[src/rtl/vga_pkg.sv]
// vga_pkg: shared constants and helpers for the VGA timing core.
//   - standard mode timings (640x480@60, 800x600@60)
//   - RGB struct and width helper
//   - {R,G,B} on/off masks for the 8-bar test pattern
package vga_pkg;

  // 640x480@60, 25.175 MHz pixel clock
  localparam int VGA640_H_ACTIVE = 640;
  localparam int VGA640_H_FP     = 16;
  localparam int VGA640_H_SYNC   = 96;
  localparam int VGA640_H_BP     = 48;
  localparam int VGA640_V_ACTIVE = 480;
  localparam int VGA640_V_FP     = 10;
  localparam int VGA640_V_SYNC   = 2;
  localparam int VGA640_V_BP     = 33;

  // 800x600@60, 40 MHz pixel clock, positive syncs
  localparam int SVGA800_H_ACTIVE = 800;
  localparam int SVGA800_H_FP     = 40;
  localparam int SVGA800_H_SYNC   = 128;
  localparam int SVGA800_H_BP     = 88;
  localparam int SVGA800_V_ACTIVE = 600;
  localparam int SVGA800_V_FP     = 1;
  localparam int SVGA800_V_SYNC   = 4;
  localparam int SVGA800_V_BP     = 23;

  typedef struct packed {
    logic [7:0] r;
    logic [7:0] g;
    logic [7:0] b;
  } rgb888_t;

  function automatic int rgb_width(input int color_w);
    return 3 * color_w;
  endfunction

  // Bar n uses BAR_MASKS[n] as {R,G,B}: white, yellow, cyan, green,
  // magenta, red, blue, black (element 0 is the rightmost literal).
  localparam logic [7:0][2:0] BAR_MASKS = {
    3'b000, 3'b001, 3'b100, 3'b101, 3'b010, 3'b011, 3'b110, 3'b111
  };

endpackage

[src/rtl/vga_delay_line.sv]
// vga_delay_line: WIDTH-bit shift register, DEPTH stages, synchronous
// active-high clear. DEPTH = 0 degenerates to a wire.
//   clk  in   clock
//   rst  in   clears every stage to 0
//   d    in   WIDTH data in
//   q    out  d delayed by DEPTH cycles
module vga_delay_line #(
  parameter int WIDTH = 1,
  parameter int DEPTH = 1
) (
  input  logic             clk,
  input  logic             rst,
  input  logic [WIDTH-1:0] d,
  output logic [WIDTH-1:0] q
);

  if (DEPTH == 0) begin : g_wire
    logic unused_clk_rst;
    assign unused_clk_rst = clk ^ rst;
    assign q = d;
  end else begin : g_pipe
    logic [DEPTH-1:0][WIDTH-1:0] pipe_q, pipe_d;

    always_comb begin
      pipe_d    = pipe_q;
      pipe_d[0] = d;
      for (int i = 1; i < DEPTH; i++) pipe_d[i] = pipe_q[i-1];
    end

    always_ff @(posedge clk) begin
      if (rst) pipe_q <= '0;
      else     pipe_q <= pipe_d;
    end

    assign q = pipe_q[DEPTH-1];
  end

endmodule

[src/rtl/vga_timing_core.sv]
// vga_timing_core: parametrised VGA raster generator and registered pin stage.
//   clk_vga      in   pixel clock
//   rst          in   synchronous reset, active high
//   pattern_sel  in   (VGA_TEST_PATTERN_EN only) replace vga_data by colour bars
//   vga_data     in   {R,G,B} for the pixel requested DATA_LAT cycles earlier
//   vga_request  out  counters in active area (request stage, combinational)
//   vga_xpos/ypos out coordinates of requested pixel, 0 when not requesting
//   frame_start  out  pulse at request-stage (0,0)
//   vga_hs/vs    out  registered syncs, active level HS_POL/VS_POL
//   vga_blank_n  out  registered, high in active video
//   vga_sync_n   out  constant 0
//   vga_rgb      out  registered pixel, zero outside active video
// Optional feature macro: VGA_TEST_PATTERN_EN (8 vertical colour bars).
// All pin outputs lag the request stage by DATA_LAT+1 cycles.
module vga_timing_core
  import vga_pkg::*;
#(
  parameter int H_ACTIVE = VGA640_H_ACTIVE,
  parameter int H_FP     = VGA640_H_FP,
  parameter int H_SYNC   = VGA640_H_SYNC,
  parameter int H_BP     = VGA640_H_BP,
  parameter int V_ACTIVE = VGA640_V_ACTIVE,
  parameter int V_FP     = VGA640_V_FP,
  parameter int V_SYNC   = VGA640_V_SYNC,
  parameter int V_BP     = VGA640_V_BP,
  parameter bit HS_POL   = 1'b0,
  parameter bit VS_POL   = 1'b0,
  parameter int COLOR_W  = 8,
  parameter int DATA_LAT = 1,
  parameter int CNT_W    = 12
) (
  input  logic                          clk_vga,
  input  logic                          rst,
`ifdef VGA_TEST_PATTERN_EN
  input  logic                          pattern_sel,
`endif
  input  logic [rgb_width(COLOR_W)-1:0] vga_data,
  output logic                          vga_request,
  output logic [CNT_W-1:0]              vga_xpos,
  output logic [CNT_W-1:0]              vga_ypos,
  output logic                          frame_start,
  output logic                          vga_hs,
  output logic                          vga_vs,
  output logic                          vga_blank_n,
  output logic                          vga_sync_n,
  output logic [rgb_width(COLOR_W)-1:0] vga_rgb
);

  localparam int RGB_W = rgb_width(COLOR_W);

  localparam logic [CNT_W-1:0] H_ACT  = CNT_W'(H_ACTIVE);
  localparam logic [CNT_W-1:0] H_SS   = CNT_W'(H_ACTIVE + H_FP);
  localparam logic [CNT_W-1:0] H_SE   = CNT_W'(H_ACTIVE + H_FP + H_SYNC);
  localparam logic [CNT_W-1:0] H_LAST = CNT_W'(H_ACTIVE + H_FP + H_SYNC + H_BP - 1);
  localparam logic [CNT_W-1:0] V_ACT  = CNT_W'(V_ACTIVE);
  localparam logic [CNT_W-1:0] V_SS   = CNT_W'(V_ACTIVE + V_FP);
  localparam logic [CNT_W-1:0] V_SE   = CNT_W'(V_ACTIVE + V_FP + V_SYNC);
  localparam logic [CNT_W-1:0] V_LAST = CNT_W'(V_ACTIVE + V_FP + V_SYNC + V_BP - 1);

  // ---------------- raster counters ----------------
  logic [CNT_W-1:0] hc_q, hc_d, vc_q, vc_d;

  always_comb begin
    hc_d = hc_q + 1'b1;
    vc_d = vc_q;
    if (hc_q == H_LAST) begin
      hc_d = '0;
      vc_d = (vc_q == V_LAST) ? '0 : vc_q + 1'b1;
    end
  end

  always_ff @(posedge clk_vga) begin
    if (rst) begin
      hc_q <= '0;
      vc_q <= '0;
    end else begin
      hc_q <= hc_d;
      vc_q <= vc_d;
    end
  end

  // ---------------- request stage ----------------
  // Gated by rst so nothing is requested (and no sync enters the pipe)
  // while reset is held.
  logic act, hs_in, vs_in;
  assign act   = !rst && (hc_q < H_ACT) && (vc_q < V_ACT);
  assign hs_in = !rst && (hc_q >= H_SS) && (hc_q < H_SE);
  assign vs_in = !rst && (vc_q >= V_SS) && (vc_q < V_SE);

  assign vga_request = act;
  assign vga_xpos    = act ? hc_q : '0;
  assign vga_ypos    = act ? vc_q : '0;
  assign frame_start = !rst && (hc_q == '0) && (vc_q == '0);

  // ---------------- flag pipeline ----------------
  // Cleared by rst so in-flight flags of an interrupted line never reach pins.
  logic [2:0] flag_dl;
  logic       act_dl, hs_dl, vs_dl;

  vga_delay_line #(.WIDTH(3), .DEPTH(DATA_LAT)) u_flag_dl (
    .clk (clk_vga),
    .rst (rst),
    .d   ({act, hs_in, vs_in}),
    .q   (flag_dl)
  );
  assign {act_dl, hs_dl, vs_dl} = flag_dl;

  // ---------------- pixel source ----------------
  logic [RGB_W-1:0] pix;

`ifdef VGA_TEST_PATTERN_EN
  localparam int               BAR_W   = (H_ACTIVE / 8 > 0) ? H_ACTIVE / 8 : 1;
  localparam logic [CNT_W-1:0] BAR_W_C = CNT_W'(BAR_W);

  logic [CNT_W-1:0] xpos_dl, bar_idx;
  logic [2:0]       mask;

  vga_delay_line #(.WIDTH(CNT_W), .DEPTH(DATA_LAT)) u_xpos_dl (
    .clk (clk_vga),
    .rst (rst),
    .d   (vga_xpos),
    .q   (xpos_dl)
  );

  always_comb begin
    bar_idx = xpos_dl / BAR_W_C;
    // a ragged right edge (H_ACTIVE not a multiple of 8) stays in the last bar
    mask    = (bar_idx > CNT_W'(7)) ? BAR_MASKS[7] : BAR_MASKS[bar_idx[2:0]];
    pix     = pattern_sel ? {{COLOR_W{mask[2]}}, {COLOR_W{mask[1]}}, {COLOR_W{mask[0]}}}
                          : vga_data;
  end
`else
  assign pix = vga_data;
`endif

  // ---------------- output register ----------------
  logic             hs_q, hs_d, vs_q, vs_d, blank_n_q, blank_n_d;
  logic [RGB_W-1:0] rgb_q, rgb_d;

  always_comb begin
    hs_d      = hs_dl ? HS_POL : !HS_POL;
    vs_d      = vs_dl ? VS_POL : !VS_POL;
    blank_n_d = act_dl;
    rgb_d     = act_dl ? pix : '0;
  end

  always_ff @(posedge clk_vga) begin
    if (rst) begin
      hs_q      <= !HS_POL;
      vs_q      <= !VS_POL;
      blank_n_q <= 1'b0;
      rgb_q     <= '0;
    end else begin
      hs_q      <= hs_d;
      vs_q      <= vs_d;
      blank_n_q <= blank_n_d;
      rgb_q     <= rgb_d;
    end
  end

  assign vga_hs      = hs_q;
  assign vga_vs      = vs_q;
  assign vga_blank_n = blank_n_q;
  assign vga_rgb     = rgb_q;
  assign vga_sync_n  = 1'b0;

endmodule

[config.mk]
export PLATFORM = sky130hd
export DESIGN_NAME = vga_timing_core
export DESIGN_NICKNAME = d
export VERILOG_FILES = /design/src/rtl/vga_pkg.sv /design/src/rtl/vga_delay_line.sv /design/src/rtl/vga_timing_core.sv
export SDC_FILE = /design/constraint.sdc
export NUM_CORES = 1
export LEC_CHECK = 0
export CAP_MARGIN = 20
export CORE_MARGIN = 2
export CORE_UTILIZATION = 30
export CTS_BUF_LIST = sky130_fd_sc_hd__clkbuf_2
export CTS_CLUSTER_SIZE = 20
export DETAILED_ROUTE_END_ITERATION = 10
export PLACE_DENSITY_LB_ADDON = 0.1
export SYNTH_ARGS = -nofsm -noshare
export SYNTH_HDL_FRONTEND = slang
export SYNTH_SLANG_ARGS = --single-unit
[constraint.sdc]
create_clock -name clk_vga -period 2.85 [get_ports clk_vga]
set_clock_uncertainty 0.15 [all_clocks]
set_input_delay 0.7125 -clock clk_vga [delete_from_list [all_inputs] [get_ports clk_vga]]
set_output_delay 0.7125 -clock clk_vga [all_outputs]
set_load 0.02 [all_outputs]
# After elaboration in Yosys (flattened, before gate mapping)
# Cells that the tools add are included.
# op_classes
addsub	2
n_eq_ne	2
n_reduce_logical	13
n_lt_le_gt_ge	6
bitwise	1
n_mux	5
# op_table
cell	n
$mux 12	3
$add 12x1->12 const B	2
$eq 12x10->1 const B	2
$logic_not 12->1	2
$lt 12x10->1 const B	2
$lt 12x9->1 const B	2
$ge 12x10->1 const B	1
$ge 12x9->1 const B	1
$logic_and 1x1->1	8
$reduce_or 2->1	2
$mux 1	2
$logic_not 1->1	1
$not 1->1	1
# totals
wordCells	36
ff_bits	54
in_bits	26
out_inout_bits	54

# Longest topological paths before layout
# logic_depth
word_depth	4
mapped_depth	7
depth_no_buf	6

# Modules after synthesis
# A second synthesis with hierarchy kept.
# unflattened
cells_unflattened	244
hier_area_um2	2255.9
# modules_own_cells
mod	area_each_um2	seq_area_each_um2	cells_per_inst	n_inst
vga_timing_core	2177.1	1021.0	238	1
vga_delay_line	78.8	60.1	6	1

# Worst setup path before layout
# Ideal clock, no wire load.
# synth_timing
path_type	input -> output
startpoint	input rst
endpoint	output vga_ypos[0]
path_buffers	1
slack_ns	-0.223
t_required_ns	1.987
cell_stages	4
arrival_time_ns	2.211
path_cell_list	or4_1 > nor4_1 > clkbuf_1 > and2_1
# synth_via
elab_chain_len	4
# synth_rtl
element	line	source
from (decl)	vga_timing_core.sv:33	input logic rst,
$logic_not 1->1	vga_timing_core.sv:86	assign act = !rst && (hc_q < H_ACT) && (vc_q < V_ACT);
$logic_and 1x1->1 (2 in a row)	vga_timing_core.sv:86	
net vga_request	vga_timing_core.sv:38	output logic vga_request,
$mux 12	vga_timing_core.sv:92	assign vga_ypos = act ? vc_q : '0;
to (decl)	vga_timing_core.sv:40	output logic [CNT_W-1:0] vga_ypos,
# The timed path passes the listed nets, and every way through them passes these cells.

# Final worst setup path
# layout_timing
startpoint	register hc_q[9]
endpoint	output vga_xpos[0]
# layout_via
elab_chain_len	4
# layout_rtl
element	line	source
from (decl)	vga_timing_core.sv:61	logic [CNT_W-1:0] hc_q, hc_d, vc_q, vc_d;
from (signal assigned)	vga_timing_core.sv:74	hc_q <= '0;
from (signal assigned)	vga_timing_core.sv:77	hc_q <= hc_d;
$lt 12x10->1	vga_timing_core.sv:86	
$logic_and 1x1->1 (2 in a row)	vga_timing_core.sv:86	
$mux 12	vga_timing_core.sv:91	assign vga_xpos = act ? hc_q : '0;
to (decl)	vga_timing_core.sv:39	output logic [CNT_W-1:0] vga_xpos,
# Every way passes these cells.

==> results.md <==
- Vias post-DR: 2005
- First-pass GRT wire length: 9.577 mm
- Clock Tree Buf Depth: 2
- Leading area contributor after synthesis: dfxtp_1
- Maximum vdd drop: 0.1790 mV
- Gpl congestion: 0.7707
- Fillers: 732
- Antenna viol nets, final: 0
- Final period utilization: 105.3%
- Synth unique cells: 39
- DIE WIDTH: 90.79 um
- Setup_tns: -2.902 ns
- Sequential area share after synthesis: 47.84%
- Ys async rst share: 0%
- Critical Path AT: 2.14 ns
- Top-count cell post-synth: dfxtp_1
- PortBufs: 73
- Failing checks: negative setup slack
- CTS Buf Count: 5
- Initial Util: 30.99%
- Die height: 90.79 um
- Final Instance Area: 3478 um2
- Setup CP Type: reg2out
- Synth-to-Final Area Change: 53.93%
- Post-synth design cell area: 2260 um2
- Post-synthesis register bit count: 54
- IO Pins: 80
- Placed insts: 433
- Average wire per standard cell: 12.73 um
- Pleak: 0.001414 uW
- H-Tree Depth: 2
- CTS tree: yes
- DRT Wirelength: 5.664 mm
- Post-synth EDFFs: 0
- Antenna violations before repair: 0
- Clock-pin slew on the worst setup and hold paths: 0.27 ns
- Syn Area/Cell: 9.223 um2
- Final slew viol count: 0
- Crit path max fanout: 5
- CP top delay family: simple AND/OR/NAND/NOR gates
- Die ar.: 8243 um2
- Root Buffer: clkbuf_2
- Nets: 375
- RSZ-0062 raised after global routing: true
- GR Overflow Total: 0
- Clk sinks: 54
- Vias in the first global route: 1971
- CP max stage delay: 0.44 ns
- Top cell type's share of synthesized area: 47.84%
- Max-Cap Viols: 0
- Final Hold Vio Count: 0
- Status: complete, but fails checks
- Dpl hpwl: 4.017 mm
- Total Routing Usage GR: 14.11%
- Starting DRT DRC Count: 49
- Row cnt: 31
- DRC: 0
- Core area: 7292 um2
- Vias per cell: 4.506
- Layout cells sized above 1: 28.61%
- Hold/Removal Path Class: reg2reg
- Synth warn: 0
- Highest clock rate: 333.1 MHz
- Synth top area cells: dfxtp_1, and2_1, or3_1, nor2_1, xor2_1
- Count of non-filler cells in the finished layout: 445
- CP cell instances: and2_4, or4_4, nor4_4, buf_4, buf_6, and2_4, buf_6
- Critical Path End Type: output port
- Pwr Density: 387.7 nW/um2
- 1st-pass router iterations: 4
- CP Buf/Inv Count: 3
- Post-route setup slack: -0.1518 ns
- Main synth FF type: dfxtp_1
- Slowest CP cell: or4_4
- Placed cell areas: 3282 um2
- Hold Buf Count CTS: 0
- N_diodes: 0
- Top cells by count, synth: dfxtp_1, and2_1, nor2_1
- Largest net degree at the start of global routing: 26
- Req. time, crit path: 1.99 ns
- Hold Slack: 0.2804 ns
- Cells after synthesis: 245
- Final setup fails: 21
- Post-layout min period: 3.002 ns
- Startpoint types: register
- Skew-Pair Late Insertion Delay: 0.45 ns
logic make-up (layout without fill, tap and decap cells):
| logic type | count (synthesis) | in the layout | share of synthesized area, % |
|---|---|---|---|
| flip-flops | 54 | 54 | 47.84 |
| other | 1 | 6 | 0.1660 |
| AO/OA/AOI/OAI | 19 | 19 | 4.430 |
| AND/OR/NAND/NOR | 127 | 127 | 33.94 |
| adder cells (fa/ha/maj) | 4 | 4 | 2.215 |
| XOR/XNOR | 12 | 12 | 4.651 |
| multiplexers | 1 | 1 | 0.4430 |
| buffers and inverters | 27 | 123 | 6.312 |
registers in the layout (all words and copies together), names as in the netlist:
name / cells
vga_vs: 1
vga_hs: 1
u_flag_dl.q: 3
vc_q: 12
vga_blank_n: 1
hc_q: 12
vga_rgb: 24
worst reg2reg max path: cells and delay by family (launching register included):
family	cells	cell delay, ns
compound gates	1	0.15
buf+inv	1	0.14
flops	1	0.38
simple gates	3	1.69
final timing paths:
check	startpoint	to	slack [ns]	cells past startpoint
setup reg to reg	hc_q[11]$_SDFF_PP0_	vc_q[11]$_SDFFE_PP0N_	0.30	5
setup / recovery	hc_q[9]$_SDFF_PP0_	vga_xpos[0]	-0.15	7
hold reg to reg	u_flag_dl.q[0]$_SDFF_PP0_	vga_vs$_SDFF_PP1_	0.28	1
hold / removal	u_flag_dl.q[0]$_SDFF_PP0_	vga_vs$_SDFF_PP1_	0.28	1
per-layer routing:
metal  global-route usage (%)  up-vias  wire, um
li1                         -     1013         -
met1                    18.10      901      2668
met2                    22.89       77      2439
met3                    3.673       14       412
met4                    5.051        0       143
met5                        0        -         0
final cells by class:
| type | count | area [um2] | share of cell area (%) |
|---|---|---|---|
| flip-flops and latches | 54 | 1085 | 31.19 |
| inverters | 6 | 22.52 | 0.6475 |
| repair buffers | 109 | 1041 | 29.93 |
| clock inverters | 2 | 37.54 | 1.079 |
| clock buffers | 6 | 30.03 | 0.8633 |
| well taps | 99 | 123.9 | 3.561 |
| multi-input cells | 169 | 1139 | 32.73 |
stage by stage:
stage | setup WS [ns] | total power, uW | utilization [%]
final | -0.1518 | 1348 | 47.70
after CTS | -0.1644 | 1367 | 47.36
after global routing | -0.2384 | 1411 | 47.70
after detailed placement | -0.9751 | 955.5 | 45.01
after floorplan | -0.005913 | 870.9 | -
after global placement | -0.9333 | 954.6 | 45.01
cells in the final DEF, fill, tap and decap left out, drive strengths merged, types with 2 or more instances in the layout:
| cell type | instances |
|---|---|
| clkbuf | 6 |
| o21ai | 8 |
| clkdlybuf4s50 | 51 |
| or3 | 11 |
| dfxtp | 54 |
| buf | 58 |
| and4 | 3 |
| conb | 6 |
| nand2 | 6 |
| or4 | 5 |
| nor2 | 17 |
| nand4 | 9 |
| a21oi | 9 |
| xnor2 | 5 |
| nand2b | 3 |
| nor4 | 6 |
| xor2 | 7 |
| ha | 4 |
| and3 | 2 |
| nand3 | 10 |
| nor2b | 2 |
| and2 | 46 |
| inv | 6 |
timing repair:
item,4_1_cts,5_1_grt
gates cloned,2,0
endpoints found under the hold margin,0,0
buffers inserted,1,1
endpoints found under the setup margin,21,21
pin swaps,13,2
resized for setup,160,7
where the power goes:
part	internal (uW)	total, uW	switching (uW)
registers	776	782	6.23
logic	95.8	170	74.6
clock network	151	396	244
(Power assumes the default switching activity.)
